### config.mk
export PLATFORM = sky130hd
export DESIGN_NAME = dct16_odd_mac_flat
export DESIGN_NICKNAME = d
export VERILOG_FILES = /design/src/rtl/dct16_odd_mac_if.sv /design/src/rtl/dct16_odd_mac.sv /design/src/flat_wrapper.sv
export SDC_FILE = /design/constraint.sdc
export NUM_CORES = 2
export LEC_CHECK = 0
export BUFFER_PORTS_ARGS = -buffer_cell sky130_fd_sc_hd__buf_2
export CORE_MARGIN = 8
export CORE_UTILIZATION = 25
export DETAILED_ROUTE_END_ITERATION = 7
export RECOVER_POWER = 25
export SLEW_MARGIN = 10
export SYNTH_ARGS = -nofsm -noshare
export SYNTH_HDL_FRONTEND = slang
export SYNTH_SLANG_ARGS = --single-unit
### constraint.sdc
create_clock -name clk -period 10.2 [get_ports clk]
set_clock_uncertainty 0.1 [all_clocks]
set_input_delay 0.51 -clock clk [delete_from_list [all_inputs] [get_ports clk]]
set_output_delay 0.51 -clock clk [all_outputs]
set_load 0.01 [all_outputs]
### src/rtl/dct16_odd_mac_if.sv
// Handshake bundle for the odd-half DCT16 MAC: butterfly differences in,
// one odd coefficient per transfer out.
interface dct16_odd_mac_if;
    logic               i_valid;
    logic               i_ready;
    logic signed [27:0] i_d0;
    logic signed [27:0] i_d1;
    logic signed [27:0] i_d2;
    logic signed [27:0] i_d3;
    logic signed [27:0] i_d4;
    logic signed [27:0] i_d5;
    logic signed [27:0] i_d6;
    logic signed [27:0] i_d7;
    logic               o_valid;
    logic               o_ready;
    logic signed [36:0] o_coef;
    logic [2:0]         o_idx;
    logic               o_last;

    modport slave (
        input  i_valid, i_d0, i_d1, i_d2, i_d3,
        input  i_d4, i_d5, i_d6, i_d7, o_ready,
        output i_ready, o_valid, o_coef, o_idx, o_last
    );

    modport master (
        output i_valid, i_d0, i_d1, i_d2, i_d3,
        output i_d4, i_d5, i_d6, i_d7, o_ready,
        input  i_ready, o_valid, o_coef, o_idx, o_last
    );
endinterface

### src/rtl/dct16_odd_mac.sv
// Odd half of the 16-point forward DCT: one exact odd coefficient per
// cycle from eight latched butterfly differences.
module dct16_odd_mac (
    input logic            clk,
    input logic            rst_n,
    dct16_odd_mac_if.slave bus
);

    localparam logic [0:0] S_IDLE = 1'b0;
    localparam logic [0:0] S_CALC = 1'b1;

    localparam logic signed [7:0] C [8][8] = '{
        '{ 8'sd90,  8'sd87,  8'sd80,  8'sd70,
           8'sd57,  8'sd43,  8'sd25,  8'sd9  },
        '{ 8'sd87,  8'sd57,  8'sd9,  -8'sd43,
          -8'sd80, -8'sd90, -8'sd70, -8'sd25 },
        '{ 8'sd80,  8'sd9,  -8'sd70, -8'sd87,
          -8'sd25,  8'sd57,  8'sd90,  8'sd43 },
        '{ 8'sd70, -8'sd43, -8'sd87,  8'sd9,
           8'sd90,  8'sd25, -8'sd80, -8'sd57 },
        '{ 8'sd57, -8'sd80, -8'sd25,  8'sd90,
          -8'sd9,  -8'sd87,  8'sd43,  8'sd70 },
        '{ 8'sd43, -8'sd90,  8'sd57,  8'sd25,
          -8'sd87,  8'sd70,  8'sd9,  -8'sd80 },
        '{ 8'sd25, -8'sd70,  8'sd90, -8'sd80,
           8'sd43,  8'sd9,  -8'sd57,  8'sd87 },
        '{ 8'sd9,  -8'sd25,  8'sd43, -8'sd57,
           8'sd70, -8'sd80,  8'sd87, -8'sd90 }
    };

    logic [0:0]         state_q, state_d;
    logic [2:0]         cnt_q, cnt_d;
    logic signed [27:0] d_q [8];
    logic signed [27:0] d_d [8];
    logic signed [27:0] din [8];
    logic               valid_q, valid_d;
    logic signed [36:0] coef_q, coef_d;
    logic [2:0]         idx_q, idx_d;
    logic               last_q, last_d;
    logic signed [36:0] row_sum;
    logic               load;

    assign din[0] = bus.i_d0;
    assign din[1] = bus.i_d1;
    assign din[2] = bus.i_d2;
    assign din[3] = bus.i_d3;
    assign din[4] = bus.i_d4;
    assign din[5] = bus.i_d5;
    assign din[6] = bus.i_d6;
    assign din[7] = bus.i_d7;

    // Row sums are bounded by 461 * 2^27, so 37 bits never overflow.
    always_comb begin
        row_sum = '0;
        for (int n = 0; n < 8; n++) begin
            row_sum = row_sum + 37'(d_q[n]) * 37'(C[cnt_q][n]);
        end
    end

    assign load = (state_q == S_CALC) && (!valid_q || bus.o_ready);

    always_comb begin
        state_d = state_q;
        cnt_d   = cnt_q;
        d_d     = d_q;
        valid_d = valid_q;
        coef_d  = coef_q;
        idx_d   = idx_q;
        last_d  = last_q;
        if (valid_q && bus.o_ready) begin
            valid_d = 1'b0;
        end
        if (state_q == S_IDLE) begin
            if (bus.i_valid) begin
                d_d     = din;
                cnt_d   = 3'd0;
                state_d = S_CALC;
            end
        end else if (load) begin
            coef_d  = row_sum;
            idx_d   = cnt_q;
            last_d  = (cnt_q == 3'd7);
            valid_d = 1'b1;
            if (cnt_q == 3'd7) begin
                state_d = S_IDLE;
            end else begin
                cnt_d = cnt_q + 3'd1;
            end
        end
    end

    always_ff @(posedge clk) begin
        if (!rst_n) begin
            state_q <= S_IDLE;
            cnt_q   <= 3'd0;
            valid_q <= 1'b0;
            coef_q  <= '0;
            idx_q   <= 3'd0;
            last_q  <= 1'b0;
            for (int n = 0; n < 8; n++) begin
                d_q[n] <= '0;
            end
        end else begin
            state_q <= state_d;
            cnt_q   <= cnt_d;
            valid_q <= valid_d;
            coef_q  <= coef_d;
            idx_q   <= idx_d;
            last_q  <= last_d;
            d_q     <= d_d;
        end
    end

    assign bus.i_ready = (state_q == S_IDLE);
    assign bus.o_valid = valid_q;
    assign bus.o_coef  = coef_q;
    assign bus.o_idx   = idx_q;
    assign bus.o_last  = last_q;

endmodule

### src/flat_wrapper.sv
// flat-port wrapper written by rule: the top's interface ports become plain ports
module dct16_odd_mac_flat 
  (clk, rst_n, bus_i_valid, bus_i_d0, bus_i_d1, bus_i_d2, bus_i_d3, bus_i_d4, bus_i_d5, bus_i_d6, bus_i_d7, bus_o_ready, bus_i_ready, bus_o_valid, bus_o_coef, bus_o_idx, bus_o_last);
  dct16_odd_mac_if bus_i ();
  input logic clk;
  input logic rst_n;
  input wire logic [$bits(bus_i.i_valid)-1:0] bus_i_valid;
  input wire logic [$bits(bus_i.i_d0)-1:0] bus_i_d0;
  input wire logic [$bits(bus_i.i_d1)-1:0] bus_i_d1;
  input wire logic [$bits(bus_i.i_d2)-1:0] bus_i_d2;
  input wire logic [$bits(bus_i.i_d3)-1:0] bus_i_d3;
  input wire logic [$bits(bus_i.i_d4)-1:0] bus_i_d4;
  input wire logic [$bits(bus_i.i_d5)-1:0] bus_i_d5;
  input wire logic [$bits(bus_i.i_d6)-1:0] bus_i_d6;
  input wire logic [$bits(bus_i.i_d7)-1:0] bus_i_d7;
  input wire logic [$bits(bus_i.o_ready)-1:0] bus_o_ready;
  output wire logic [$bits(bus_i.i_ready)-1:0] bus_i_ready;
  output wire logic [$bits(bus_i.o_valid)-1:0] bus_o_valid;
  output wire logic [$bits(bus_i.o_coef)-1:0] bus_o_coef;
  output wire logic [$bits(bus_i.o_idx)-1:0] bus_o_idx;
  output wire logic [$bits(bus_i.o_last)-1:0] bus_o_last;
  assign bus_i.i_valid = bus_i_valid;
  assign bus_i.i_d0 = bus_i_d0;
  assign bus_i.i_d1 = bus_i_d1;
  assign bus_i.i_d2 = bus_i_d2;
  assign bus_i.i_d3 = bus_i_d3;
  assign bus_i.i_d4 = bus_i_d4;
  assign bus_i.i_d5 = bus_i_d5;
  assign bus_i.i_d6 = bus_i_d6;
  assign bus_i.i_d7 = bus_i_d7;
  assign bus_i.o_ready = bus_o_ready;
  assign bus_i_ready = bus_i.i_ready;
  assign bus_o_valid = bus_i.o_valid;
  assign bus_o_coef = bus_i.o_coef;
  assign bus_o_idx = bus_i.o_idx;
  assign bus_o_last = bus_i.o_last;
  dct16_odd_mac u_core (.clk(clk), .rst_n(rst_n), .bus(bus_i));
endmodule
==> run metrics <==
status finished, violations left; failing checks capacitance limit, slew limit; WP data arrival 10.42 ns; top post-synthesis cells by area fa_1, inv_1, ha_1; Crit Path Class flip-flop to flip-flop; CTS Buf Count 40; CP max FO 10; Top Ports 271; fraction of layout cells with a size suffix above 1 13.9%; async set-reset flop share out of synthesis 0%; Core Box Area 0.306 mm^2; worst slew pin tran 2.24 ns; final hold slack 0.0379 ns; RSZ-0062 raised after global routing yes; fmax 100 MHz; first-pass GRT wire length 390000 um; initial antenna violation count 15; minimum clock period 10.00 ns; Max Slew Vio Count 39; Die ar. 0.326 mm^2; leading area contributor after synthesis fa_1; Post-Syn Area 0.0770 mm^2; synthesis-to-finish area growth 20.7%; DRT antenna net count 0; drt first-iter violations 4019; Finish-stage setup viols 0; crit path to u_core.bus.o_coef[36]; Tcrit/Tclk final 98.0%; CP Data Required Time 10.61 ns; hold path depth 3; CTS tree done; Sink Count 270; reg2reg start u_core.cnt_q[2]; Port Buf Inserts 270; R2R depth 38; Synth Flop Type dfxtp_1; vias per std cell 4.39; Mapped Cells 8870; clock buffer depth 3; Synth top area share 41.2%; hpwl dp 217000 um; sequential area share after synthesis 7.02%; Rows 203; WL/cell 18.4 um; DRC 0; synth cell count leaders inv_1, fa_1, and2_1; worst rel slew slack -49.8%; H-Tree Depth 2; pre-CTS WS -0.317 ns; Synth Area per Inst 8.68 um^2; CP Launch Type flip-flop; Worst Setup Slack, final 0.199 ns; total track usage 15.5%; CP endpoint kind flip-flop; routability cong. 0.962; clk slew on worst S/H paths 0.07 ns; vias in the first global route 63500; largest net degree at the start of global routing 73; Max Cap Viol 1; drt total wl 256000 um; Hold WC Path Type input pin to flip-flop; clock latency on the worst-skew pair 0.67 ns; Critical Path Start u_core.cnt_q[2]; via count 61300; DIE WIDTH 571 um; clk root buf clkbuf_16; starting density of the core 25.1%; DIE HEIGHT 571 um; Yosys reg bits 270; Final nets 12200; most frequent cell after synthesis inv_1; Slowest-stage cell, CP fa_2; reg2reg end u_core.bus.o_coef[36]; yosys warns 0; Final Hold Vio Count 0; syn nets 11300; R2R Setup Slk 0.20 ns; distinct cell type count after synthesis 73; most used cell, CP fa_1; Post-synth EDFFs 0; slowest stage delay, CP 0.66 ns; gr ovfl total 0; DRT Pass-1 Iters 5
critical path: cells and delay by family (launching register included):
kind	cells	cell delay, ns
AO/OA/AOI/OAI	12	2.29
XOR/XNOR	3	0.55
adder cells (fa/ha/maj)	11	4.99
buffers and inverters	8	0.78
flip-flops	1	0.40
AND/OR/NAND/NOR	4	0.71
placed cells by master (no fill, tap or decap), types with 13 or more instances in the layout:
master         Yosys  routed
buf_12             0      47
and2_1           912     908
a21oi_2            1      57
buf_2              0     239
dlygate4sd3_1      0     135
nor2_1           281     265
o21ai_1           11      20
buf_6              0      18
nand4_1           17      17
buf_4              3     687
nor3_1            40      37
xnor2_1          216     208
clkbuf_16          0      45
o21ai_0          132     105
inv_1           2058    2054
and3_1           137     136
nor2b_1          251     249
a31oi_1           18      13
nand3_1           49      47
o21bai_1          47      45
dfxtp_1          270     267
nand2_1          904     898
a21oi_1          337     275
o21a_1            43      43
ha_1             608     590
a21boi_0         163     159
fa_2               0      17
a211oi_1          27      19
a21o_1           125     125
fa_1            1584    1567
xor2_1            90      86
clkbuf_1         254      35
or2_2             68      66
nand2b_1          81      80
stage by stage:
| stage | instances | setup TNS, ns | utilization [%] | instance area [um^2] |
|---|---|---|---|---|
| after detailed placement | 13700 | -2.16 | 28.9 | 88600 |
| after global placement | 13700 | -1.69 | 28.9 | 88600 |
| after floorplan | 8870 | 0 | - | 77000 |
| after CTS | 13900 | 0 | 29.9 | 91600 |
| after global routing | 13900 | -0.608 | 30.4 | 92900 |
| final | 14000 | 0 | 30.4 | 92900 |
kinds of logic (layout without fill, tap and decap cells):
kind of cell / count (synthesis) / after routing / share of synthesized area [%]
and+or+nand+nor: 2772 / 2773 / 18.6
other: 0 / 11 / 0
buffers and inverters: 2324 / 3295 / 11.3
adders and majority gates: 2192 / 2192 / 51.1
xor gates and xnor gates: 307 / 307 / 3.51
muxes: 10 / 10 / 0.135
AOI/OAI and AO/OA: 995 / 995 / 8.31
DFF: 270 / 270 / 7.02
flip-flops by register name, summed over array words and instances (netlist names):
signal              cells
u_core.state_q          1
u_core.bus.o_last       1
u_core.bus.o_coef      37
u_core.bus.o_idx        3
u_core.cnt_q            3
u_core.d_q            224
u_core.bus.o_valid      1
worst min path at each step:
stage	from	endpoint
floorplan	u_core.bus.o_coef[16]	u_core.bus.o_coef[16]
global placement	u_core.bus.o_coef[20]	u_core.bus.o_coef[20]
detailed placement	u_core.bus.o_coef[20]	u_core.bus.o_coef[20]
CTS	bus_i_d6[20]	u_core.d_q[48]
global route	bus_i_d6[20]	u_core.d_q[48]
finish	bus_i_d7[23]	u_core.d_q[23]
final cells by class:
cell class	count	area, um^2
multi-input cells	6277	64100
clock inverters	23	324
clock buffers	49	1090
inverters	2058	7730
flip-flops and latches	270	5410
fillers	32400	213000
repair buffers	1165	9150
diodes	11	27.5
well taps	4100	5130
routing by layer:
metal	part of all wire (%)	up-vias	track usage (%)
met4	4.4	4	5.81
met1	44	31000	21.2
met2	45	1486	24.8
met3	6.1	304	2.30
li1	-	28400	-
met5	0.011	-	0
repair_timing:
item                       CTS  global route
setup endpoints to repair   10            21
buffers inserted             5            21
pin swaps                    9            81
hold endpoints to repair   135             0
hold buffers               135             0
resized for setup           43           253
gates cloned                 1             5
Power is left out: the tool's default activity adds up to more than one toggle a clock period on the data nets, which glitch-free logic cannot reach.
